### config.mk
export PLATFORM = sky130hd
export DESIGN_NAME = aha_tlx_training_ctrl
export DESIGN_NICKNAME = d
export VERILOG_FILES = /design/src/rtl/aha_tlx_training_ctrl_pkg.sv /design/src/rtl/aha_tlx_train_watchdog.sv /design/src/rtl/aha_tlx_training_ctrl.sv
export SDC_FILE = /design/constraint.sdc
export NUM_CORES = 1
export LEC_CHECK = 0
export CELL_PAD_IN_SITES_DETAIL_PLACEMENT = 1
export CELL_PAD_IN_SITES_GLOBAL_PLACEMENT = 2
export CORE_MARGIN = 2
export CORE_UTILIZATION = 26
export DETAILED_ROUTE_END_ITERATION = 6
export PLACE_DENSITY_LB_ADDON = 0.1
export SYNTH_ARGS = -nofsm -noshare
export SYNTH_HDL_FRONTEND = slang
export SYNTH_SLANG_ARGS = --single-unit
### constraint.sdc
create_clock -name CLK -period 7.95 [get_ports CLK]
set_input_delay 1.59 -clock CLK [delete_from_list [all_inputs] [get_ports CLK]]
set_output_delay 1.59 -clock CLK [all_outputs]
set_load 0.05 [all_outputs]
### src/rtl/aha_tlx_training_ctrl_pkg.sv
// Shared definitions for the TLX training controller.
// State encodings, lane data width, retry field width, default pattern.
package aha_tlx_training_ctrl_pkg;

  localparam int LANE_DW = 32;
  localparam int RETRY_W = 2;
  localparam logic [31:0] DEFAULT_SEQUENCE = 32'h5A6B7C8D;

  typedef enum logic [2:0] {
    ST_IDLE = 3'd0,
    ST_CLR  = 3'd1,
    ST_STRT = 3'd2,
    ST_WAIT = 3'd3,
    ST_EVAL = 3'd4,
    ST_FIN  = 3'd5
  } state_t;

  function automatic logic [RETRY_W-1:0] sat_retry(
    input logic [7:0] r
  );
    logic [7:0] top;
    top = 8'((1 << RETRY_W) - 1);
    return (r > top) ? top[RETRY_W-1:0] : r[RETRY_W-1:0];
  endfunction

endpackage

### src/rtl/aha_tlx_train_watchdog.sv
// WAIT-state watchdog: clear/enable counter that flags expiry.
// Only instantiated when AHA_TLX_TRAIN_TIMEOUT_EN is defined.
module aha_tlx_train_watchdog #(
  parameter int LIMIT = 4096
) (
  input  logic CLK,
  input  logic RESETn,
  input  logic clear,
  input  logic enable,
  output logic expire
);

  localparam int CW = $clog2(LIMIT + 1);

  logic [CW-1:0] count;

  // Fires on the LIMIT-th enabled cycle after a clear.
  assign expire = enable && (count == CW'(LIMIT - 1));

  always_ff @(posedge CLK or negedge RESETn) begin
    if (!RESETn) begin
      count <= '0;
    end else if (clear) begin
      count <= '0;
    end else if (enable && !expire) begin
      count <= count + 1'b1;
    end
  end

endmodule

### src/rtl/aha_tlx_training_ctrl.sv
// TLX link training sequencer: clear/start/wait/grade with per-lane retry.
// Optional WAIT watchdog enabled by defining AHA_TLX_TRAIN_TIMEOUT_EN.
module aha_tlx_training_ctrl
  import aha_tlx_training_ctrl_pkg::*;
#(
  parameter int NUM_LANES      = 4,
  parameter int MAX_RETRIES    = 3,
  parameter int TIMEOUT_CYCLES = 4096
) (
  input  logic                         CLK,
  input  logic                         RESETn,
  input  logic                         TRAIN_REQ,
  input  logic [NUM_LANES-1:0]         CFG_LANE_EN,
  input  logic [31:0]                  CFG_SEQUENCE,
  input  logic [31:0]                  CFG_LENGTH,
  input  logic [31:0]                  CFG_THRESHOLD,
  output logic [NUM_LANES-1:0]         LANE_CLEAR,
  output logic [NUM_LANES-1:0]         LANE_START,
  output logic [31:0]                  LANE_SEQUENCE,
  output logic [31:0]                  LANE_LENGTH,
  output logic                         LANE_AUTO_STOP,
  input  logic [NUM_LANES-1:0]         LANE_DONE,
  input  logic [LANE_DW*NUM_LANES-1:0] LANE_MATCH_COUNT,
  output logic                         TRAIN_BUSY,
  output logic                         TRAIN_DONE,
  output logic [NUM_LANES-1:0]         LANE_PASS,
  output logic [RETRY_W-1:0]           RETRY_COUNT,
  output logic                         TIMEOUT_FLAG
);

  state_t               state, state_n;
  logic [NUM_LANES-1:0] pending, pending_n;
  logic [NUM_LANES-1:0] pass_q, pass_n;
  logic [NUM_LANES-1:0] grade;
  logic [7:0]           retries, retries_n;
  logic                 tflag, tflag_n;
  logic                 accept;
  logic [31:0]          thr;
  logic                 expire;
  logic                 all_done;

`ifdef AHA_TLX_TRAIN_TIMEOUT_EN
  aha_tlx_train_watchdog #(
    .LIMIT (TIMEOUT_CYCLES)
  ) u_wdog (
    .CLK    (CLK),
    .RESETn (RESETn),
    .clear  (state == ST_STRT),
    .enable (state == ST_WAIT),
    .expire (expire)
  );
`else
  // No watchdog: WAIT is unbounded and the flag can never set.
  assign expire = (TIMEOUT_CYCLES < 0);
`endif

  assign all_done = ((LANE_DONE & pending) == pending);

  always_comb begin
    grade = '0;
    for (int i = 0; i < NUM_LANES; i++) begin
      grade[i] = pending[i] && LANE_DONE[i] &&
        (LANE_MATCH_COUNT[i*LANE_DW +: LANE_DW] >= thr);
    end
  end

  always_comb begin
    state_n   = state;
    pending_n = pending;
    pass_n    = pass_q;
    retries_n = retries;
    tflag_n   = tflag;
    accept    = 1'b0;
    unique case (state)
      ST_IDLE: begin
        if (TRAIN_REQ) begin
          accept    = 1'b1;
          pending_n = CFG_LANE_EN;
          pass_n    = '0;
          retries_n = '0;
          tflag_n   = 1'b0;
          state_n   = (CFG_LANE_EN == '0) ? ST_FIN : ST_CLR;
        end
      end
      ST_CLR:  state_n = ST_STRT;
      ST_STRT: state_n = ST_WAIT;
      ST_WAIT: begin
        if (all_done) begin
          state_n = ST_EVAL;
        end else if (expire) begin
          tflag_n = 1'b1;
          state_n = ST_EVAL;
        end
      end
      ST_EVAL: begin
        pass_n    = pass_q | grade;
        pending_n = pending & ~grade;
        if (pending_n == '0 || retries == 8'(MAX_RETRIES)) begin
          state_n = ST_FIN;
        end else begin
          retries_n = retries + 8'd1;
          state_n   = ST_CLR;
        end
      end
      ST_FIN:  state_n = ST_IDLE;
      default: state_n = ST_IDLE;
    endcase
  end

  always_ff @(posedge CLK or negedge RESETn) begin
    if (!RESETn) begin
      state   <= ST_IDLE;
      pending <= '0;
      pass_q  <= '0;
      retries <= '0;
      tflag   <= 1'b0;
    end else begin
      state   <= state_n;
      pending <= pending_n;
      pass_q  <= pass_n;
      retries <= retries_n;
      tflag   <= tflag_n;
    end
  end

  always_ff @(posedge CLK or negedge RESETn) begin
    if (!RESETn) begin
      LANE_SEQUENCE <= '0;
      LANE_LENGTH   <= '0;
      thr           <= '0;
    end else if (accept) begin
      LANE_SEQUENCE <= CFG_SEQUENCE;
      LANE_LENGTH   <= CFG_LENGTH;
      thr           <= CFG_THRESHOLD;
    end
  end

  assign LANE_CLEAR     = (state == ST_CLR) ? pending : '0;
  assign LANE_START     = (state == ST_STRT) ? pending : '0;
  assign LANE_AUTO_STOP = 1'b1;
  assign TRAIN_BUSY     = (state != ST_IDLE);
  assign TRAIN_DONE     = (state == ST_FIN);
  assign LANE_PASS      = pass_q;
  assign RETRY_COUNT    = sat_retry(retries);
  assign TIMEOUT_FLAG   = tflag;

endmodule
Word level (Yosys, flattened, before mapping)
Index checks and enable logic that the tools add are counted.

word-level totals
  bits in registers = 115
  bits of input ports = 235
  output and inout bits = 82
  word-level logic and storage cells = 61

cells by class
  $add $sub $neg = 1
  order comparisons = 5
  equal/unequal tests = 10
  muxes and demuxes = 17
  bitwise operators = 4
  reduce and logical (&&, ||, !) cells = 17

operators by type and width
  operator               count
  $ge A32 B32 Y1         4
  $mux W4                4
  $mux W8                2
  $pmux W4 S2            2
  $pmux W8 S2            1
  $pmux W3 S5            1
  $mux W3                4
  $add A8 B1 Y8 const B  1
  $and A4 B4 Y4          2
  $eq A8 B2 Y1 const B   1
  $gt A8 B2 Y1 const B   1
  $logic_and A1 B1 Y1    8
  $logic_not A4 Y1       2
  $eq A3 B2 Y1 const B   2
  $eq A3 B3 Y1 const B   2
  $ne A2 B2 Y1 const B   3
  $eq A4 B4 Y1           1
  $not A4 Y4             1
  $or A4 B4 Y4           1
  $reduce_and A2 Y1      2
  $eq A3 B1 Y1 const B   1
  $logic_not A3 Y1       1
  $reduce_and A3 Y1      1
  $reduce_bool A3 Y1     1
  other kinds (4)        5

Longest topological paths before layout
Gate-level depths: netlist (run 1).

  depth in word-level cells = 8
  gate-level depth with buffers = 10
  mapped depth without buffers = 10

Least setup slack after synthesis (run 1)
OpenSTA, ideal clock, no wires.

  path kind = input -> register
  start = input LANE_MATCH_COUNT[64]
  end = register retries[3]
  data arrival time = 3.703 ns
  data required time = 7.849 ns
  slack = 4.146 ns
  stages = 10
  buffers on the path = 0
  path through = inv_1 -> ha_1 -> nand2b_1 -> a2111o_1 -> a221oi_2 -> o31ai_1 -> a221oi_2 -> nor4_4 -> a211o_4 -> o311ai_2

between the ends
  longest elaborated chain between the ends = 8

ends and longest elaborated chain
  what                                line                          text
  start: declaration                  aha_tlx_training_ctrl.sv:23   input logic [LANE_DW*NUM_LANES-1:0] LANE_MATCH_COUNT,
  $ge A32 B32 Y1                      aha_tlx_training_ctrl.sv:63   (LANE_MATCH_COUNT[i*LANE_DW +: LANE_DW] >= thr);
  $logic_and A1 B1 Y1                 aha_tlx_training_ctrl.sv:62   grade[i] = pending[i] && LANE_DONE[i] &&
  $not A4 Y4                          aha_tlx_training_ctrl.sv:97   pending_n = pending & ~grade;
  $and A4 B4 Y4                       aha_tlx_training_ctrl.sv:97
  $logic_not A4 Y1                    aha_tlx_training_ctrl.sv:98   if (pending_n == '0 || retries == 8'(MAX_RETRIES)) begin
  $logic_or A1 B1 Y1                  aha_tlx_training_ctrl.sv:98
  $ne A2 B2 Y1 (no source line)       n/a
  $reduce_and A3 Y1 (no source line)  n/a
  end signal: assignment              aha_tlx_training_ctrl.sv:121  retries <= retries_n;
  end: declaration                    aha_tlx_training_ctrl.sv:35   logic [7:0] retries, retries_n;

No other way between the ends.
A chain may end at the register's enable or synchronous reset.

Worst setup path in the final report (run 1)
  start = register retries[3]
  end = output RETRY_COUNT[1]

between the ends
  longest elaborated chain between the ends = 2

ends and longest elaborated chain
  what              line                             text
  $gt A8 B2 Y1      aha_tlx_training_ctrl_pkg.sv:23  return (r > top) ? top[RETRY_W-1:0] : r[RETRY_W-1:0];
  $mux W2           aha_tlx_training_ctrl_pkg.sv:23
  end: declaration  aha_tlx_training_ctrl.sv:27      output logic [RETRY_W-1:0] RETRY_COUNT,

No other way between the ends.

==> results.txt, run 1 <==
----------------------------------------------------
[Status]
  Run status ... complete, no violations

[Floorplanning]
  Width of the die ... 174.4 um
  Top Ports ... 317
  Initial core utilization ... 26.39%
  Die height ... 174.4 um
  Core region area ... 28630 um2
  Cell row count ... 62
  Area of the die ... 30430 um2

[Routing]
  Count of antenna-violating nets left after detailed routing ... 0
  Via density per instance ... 4.612
  Routed WL per cell ... 17.47 um
  Drt first-iter violations ... 209
  WL final ... 27530 um
  Via count ... 7268
  Pre-antenna DRT Iters ... 4
  Post-route DRC violation count ... 0

[Power]
  Standby leakage power ... 5.325 nW
  Pwr/cell area ... 363.4 nW/um2
  Worst IR drop on VDD ... 0.0001433 V

[Placed design]
  Count of buffers inserted at the top-level ports ... 314
  Detailed placement HPWL ... 21420 um
  Placer congestion estimate ... 0.7762

[Clock tree]
  Resized Gates After CTS ... 0
  Number of H-tree levels ... 4
  Clock tree from TritonCTS ... done
  Total setup buffers inserted after CTS ... 0
  Buffer depth of the longest clock path ... 2
  Hold buffer count at cts ... 0
  CTS root buffer ... clkbuf_16
  Num CTS Buffers ... 17
  Sinks on Clock Net ... 115
  Clock-pin slew reported for the worst setup and hold paths after clock tree synthesis ... 0.06 ns
  Clock insertion delay at the later pin of the skew report ... 0.42 ns

[Synthesis]
  Cell type with the highest aggregate area in the netlist ... dfrtp_1
  Commonest cells in the synthesized netlist ... nand2_1, ha_1, dfrtp_1
  Syn_nets ... 1237
  FF+latch count, synth ... 115
  Post-synth top area share ... 38.10%
  Post-synthesis async set-or-reset flop share ... 100.0%
  Most instantiated flip-flop cell in the synthesis netlist ... dfrtp_1
  Number of cells produced by synthesis ... 873
  Number of warnings issued by yosys ... 0
  Area contributors post-synth ... dfrtp_1, ha_1, nand2_1
  Unique cell type count in the Yosys netlist ... 53
  Most instantiated library cell after synthesis ... nand2_1
  Share of the yosys chip area belonging to registers ... 38.10%
  Mean cell area of the mapped netlist ... 8.652 um2
  EDFF count, synth ... 0
  Post-Syn Area ... 7553 um2

[STA]
  Setup Skew ... 0.007632 ns
  Measured slew at the worst slew-check pin ... 0.9070 ns
  Clock period minus final worst setup slack ... 4.287 ns
  Number of hold-slack violations in the final timing report ... 0
  Final total negative setup slack ... 0 ns
  Fraction of the cycle the final worst path needs ... 53.93%
  RSZ-0062 raised after global routing ... false
  Maximum clock frequency ... 233.2 MHz
  Worst slew margin relative to its limit ... 39.54%
  Number of max-slew violations in the final report ... 0
  Final setup violating endpoints ... 0
  Worst slack on hold paths ... 0.4699 ns

[Final layout]
  Number of nets in the layout ... 1543
  Number of inserted diodes ... 0
  Proportion of layout cells with a drive suffix above 1 ... 4.362%
  Area added between synthesis and finish ... 54.02%

[Setup path]
  Worst setup path class ... reg -> out
  Worst Setup Start Kind ... flop
  Data arrival time of the worst path ... 2.70 ns
  Setup slack of the worst register-to-register path ... 4.88 ns
  Data required time at the worst endpoint ... 6.36 ns
  Endpoint class of the critical path ... output pin
  Worst reg2reg path depth ... 9
  Largest fanout of any net on the critical path ... 8

[Global routing]
  Residual overflow from global routing ... 0
  Number of global-route vias before repair ... 7656
  First-pass GRT wire length ... 43340 um
  Largest net degree at the start of global routing ... 70
  Combined global-route utilization of all metal layers ... 18.39%
  Initial antenna violation count ... 0

[Run]
  Number of max-capacitance violations reported ... 0

[Worst hold path]
  Hold Crit Depth ... 2
  Class of the most critical hold timing path ... reg -> reg

----------------------------------------------------
critical path, stage by stage (launching register included):
cell and delay, ns:
dfrtp_1 0.47, nor4_1 0.32, nor3b_1 0.60, nand2b_1 0.13
clkdlybuf4s50_1 0.76
cells in the final DEF (no fill, tap or decap), types with 4 or more instances in the layout:
master,count
o21ai_0,55
dfrtp_1,115
nand2_1,278
a221oi_1,5
nor2_1,12
nand4_1,16
nor4_1,5
nor3_1,8
inv_1,50
clkdlybuf4s50_1,313
nand3_1,24
inv_6,6
a21o_1,6
o22ai_1,5
a211oi_1,4
a31oi_1,5
nand2b_1,5
and2_1,11
and3_1,10
o311ai_2,5
a21oi_1,47
clkbuf_16,17
ha_1,129
buf_4,4
clkinvlp_4,4
layer usage:
metal / global-route usage, % / part of all wire, %
met4: 3.431 / 0.79
met3: 5.249 / 7.4
met5: 0 / 0
met2: 30.62 / 47
met1: 23.87 / 45
through the flow:
| stage | instance area (um2) | utilization [%] | worst slack, ns | total power, mW | instances |
|---|---|---|---|---|---|
| 3_3_place_gp | 11080 | 38.71 | 3.325 | 3.489 | 1544 |
| 5_1_grt | 11630 | 40.64 | 3.408 | 4.598 | 1576 |
| 6_report | 11630 | 40.64 | 3.663 | 4.228 | 1576 |
| 4_1_cts | 11630 | 40.64 | 3.620 | 4.307 | 1576 |
| 2_1_floorplan | 7553 | - | 4.146 | 2.643 | 873 |
| 3_5_place_dp | 11080 | 38.71 | 3.254 | 3.533 | 1544 |
registers in the layout, summed over array words and instances (netlist names):
name / count
LANE_LENGTH: 32
LANE_SEQUENCE: 32
thr: 32
retries: 8
LANE_PASS: 4
pending: 4
state: 3
final cells by class:
type,instances,area (um2)
sequential,115,2878
timing repair buffer,317,3163
clock inverter,14,122.6
multi-input combinational,678,4373
fill,3324,16990
clock buffer,18,429.2
tap,384,480.5
inverter,50,187.7
where the power goes:
| group | total [mW] | internal [mW] | switching [mW] | leakage [nW] |
|---|---|---|---|---|
| combinational | 2.47 | 0.898 | 1.57 | 3.63 |
| clock | 0.741 | 0.409 | 0.331 | 0.259 |
| sequential | 1.01 | 0.857 | 0.158 | 1.43 |
| total | 4.23 | 2.16 | 2.06 | 5.32 |
worst paths after layout:
| check | start | endpoint |
|---|---|---|
| worst max-delay path | retries[3] | RETRY_COUNT[1] |
| worst min-delay path | LANE_LENGTH[11] | LANE_LENGTH[11] |
| worst max register to register | thr[11] | retries[1] |
| worst min register to register | LANE_LENGTH[11] | LANE_LENGTH[11] |
| max in group asynchronous | RESETn | thr[29] |
| min in group asynchronous | RESETn | thr[10] |
kinds of logic (layout without fill, tap and decap cells):
kind of cell    after synthesis  in the layout  share of synthesized area [%]
simple gates                383            383                          21.96
compound gates              161            161                          14.01
fa+ha+maj                   129            129                          21.37
flops                       115            115                          38.10
buf+inv                      80            399                          4.075
other cells                   2              2                        0.09942
mux                           2              2                         0.2650
xor+xnor                      1              1                         0.1160
No activity file was read; power rests on OpenSTA's default activity.
==> run 2: changes to the inputs <==
- CORE_UTILIZATION: 26 -> 22
- clock period: 7.95 -> 3.7 ns (I/O delays scaled with it)
==> run 2 against run 1 <==
  * Global-route usage decreased by 1.9 points
  * Count of clock-buffer cells in the layout unchanged
  * Final cell count rose by 4.8%
  * First-iteration DRC count is 2.9% higher
  * Combinational power rose by 120%
  * Routed wire length grew 6.4%
  * Sequential power up 120%
  * Utilization decreased by 5.5 points
  * Die area up 18%
  * Hold slack got worse by 0.18 ns
  * Power is 120% higher
  * Via count about the same
  * Critical endpoint is now retries[7]
==> results.txt, run 2 (synthesis gave the netlist of run 1 again) <==
----------------------------------------------------
[STA]
  Maximum clock frequency ... 300.6 MHz
  Fraction of the cycle the final worst path needs ... 89.92%
  Number of max-slew violations in the final report ... 0
  Final setup violating endpoints ... 0
  Clock period minus final worst setup slack ... 3.327 ns
  Worst slack on hold paths ... 0.2923 ns
  Measured slew at the worst slew-check pin ... 0.7298 ns
  Number of hold-slack violations in the final timing report ... 0
  RSZ-0062 raised after global routing ... false
  Setup Skew ... 0.01204 ns
  Worst slew margin relative to its limit ... 51.30%

[Floorplanning]
  Die height ... 189.3 um
  Area of the die ... 35830 um2
  Cell row count ... 67
  Core region area ... 33700 um2
  Initial core utilization ... 22.41%
  Top Ports ... 317
  Width of the die ... 189.3 um

[Routing]
  Via density per instance ... 4.401
  WL final ... 29290 um
  Drt first-iter violations ... 215
  Pre-antenna DRT Iters ... 4
  Count of antenna-violating nets left after detailed routing ... 0
  Routed WL per cell ... 17.74 um
  Post-route DRC violation count ... 0
  Via count ... 7266

[Placed design]
  Count of buffers inserted at the top-level ports ... 314
  Placed insts ... 1618
  Placer congestion estimate ... 0.7496
  Detailed placement HPWL ... 22630 um

[Setup path]
  Worst setup path class ... in -> reg
  Endpoint class of the critical path ... flop
  Largest fanout of any net on the critical path ... 7
  Data required time at the worst endpoint ... 4.03 ns
  Total buffers and inverters traversed by the critical path ... 4
  Library cell appearing most often on the critical path ... buf_4
  List of cells traversed by the critical path ... clkdlybuf4s50_1, inv_1, ha_1, nand2b_1, a2111oi_0, buf_4, nand3b_1, o211ai_1, a311oi_1, buf_4, nor4_4, a211o_4, o311ai_2
  Max stage delay on crit path ... 0.49 ns
  Crit path max-delay cell type ... clkdlybuf4s50_1
  Family with the most delay on the worst path ... compound AO/OA/AOI/OAI gates
  Data arrival time of the worst path ... 3.66 ns
  Worst Setup Start Kind ... primary input

[Worst hold path]
  Class of the most critical hold timing path ... in -> async

[Status]
  Run status ... complete, no violations

[Clock tree]
  Clock insertion delay at the later pin of the skew report ... 0.44 ns
  Number of H-tree levels ... 4
  Hold buffer count at cts ... 0
  Clock tree from TritonCTS ... done
  CTS root buffer ... clkbuf_16
  Resized Gates After CTS ... 0
  Total setup buffers inserted after CTS ... 0
  Sinks on Clock Net ... 115
  Clock-pin slew reported for the worst setup and hold paths after clock tree synthesis ... 0.06 ns
  Buffer depth of the longest clock path ... 2
  Num CTS Buffers ... 17

[Global routing]
  Largest net degree at the start of global routing ... 81
  Number of global-route vias before repair ... 7766
  Initial antenna violation count ... 2
  First-pass GRT wire length ... 45100 um
  Combined global-route utilization of all metal layers ... 16.51%
  Residual overflow from global routing ... 0

[Power]
  Overall power consumption ... 9.227 mW
  Pwr/cell area ... 779.6 nW/um2
  Standby leakage power ... 5.410 nW
  Worst IR drop on VDD ... 0.0003304 V

[Final layout]
  Most common library cell in the layout ignoring fill and taps ... clkdlybuf4s50_1
  Registers with the most flip-flops ... LANE_LENGTH x32, LANE_SEQUENCE x32, thr x32
  Number of nets in the layout ... 1553
  Count of non-filler cells in the finished layout ... 1651
  Number of filler instances in the final layout ... 3947
  Top library cells by usage in the layout, fill and taps aside ... clkdlybuf4s50_1, nand2_1, ha_1, dfrtp_1, o21ai_0
  Area added between synthesis and finish ... 56.68%
  Proportion of layout cells with a drive suffix above 1 ... 5.241%

[Run]
  Number of max-capacitance violations reported ... 0

----------------------------------------------------
run 2: cell types whose count changed in the layout (fill, tap and decap cells not counted), moves of 2 or more:
cell and delta:
inv_6 -2, inv_8 -2, clkinv_2 +4, clkinvlp_4 -2, buf_12 +2, buf_4 +8
run 2: metal layers:
metal  GRT usage [%]  routed length, um  part of all wire, %
met1           22.14              14160                   48
met4           3.608                341                  1.2
met2           26.37              13210                   45
met3           4.671               1561                  5.3
met5               0                 13                0.044
run 2: cell type report:
| cell class | count | area, um2 | share of cell area (%) |
|---|---|---|---|
| diodes | 1 | 2.502 | 0.02114 |
| clock inverters | 14 | 126.4 | 1.068 |
| flip-flops and latches | 115 | 2878 | 24.32 |
| clock buffers | 18 | 439.2 | 3.711 |
| repair buffers | 327 | 3263 | 27.57 |
| multi-input cells | 678 | 4378 | 36.99 |
| inverters | 50 | 187.7 | 1.586 |
| well taps | 448 | 560.5 | 4.736 |
run 2: where the power goes:
| part | internal [mW] | switching [mW] | leakage (nW) |
|---|---|---|---|
| clock network | 0.946 | 0.697 | 0.277 |
| registers | 1.84 | 0.343 | 1.43 |
| logic | 1.97 | 3.43 | 3.70 |
run 2: final timing paths:
check	start	to	slack (ns)	cells past startpoint
max	LANE_MATCH_COUNT[96]	retries[7]	0.37	13
min	RESETn	LANE_LENGTH[9]	0.29	1
max reg2reg	thr[6]	retries[7]	0.72	10
min reg2reg	LANE_SEQUENCE[3]	LANE_SEQUENCE[3]	0.47	2
max in group asynchronous	RESETn	thr[30]	2.62	2
min in group CLK	LANE_SEQUENCE[3]	LANE_SEQUENCE[3]	0.47	2
run 2: metrics by stage:
stage	utilization, %	setup slack [ns]	setup TNS (ns)	area (um2)
5_1_grt	35.12	0.1880	0	11840
3_3_place_gp	33.43	-0.05395	-0.2620	11270
6_report	35.12	0.3731	0	11840
2_1_floorplan	-	0.7460	0	7553
3_5_place_dp	33.43	-0.05091	-0.2219	11270
4_1_cts	35.11	0.3848	0	11830
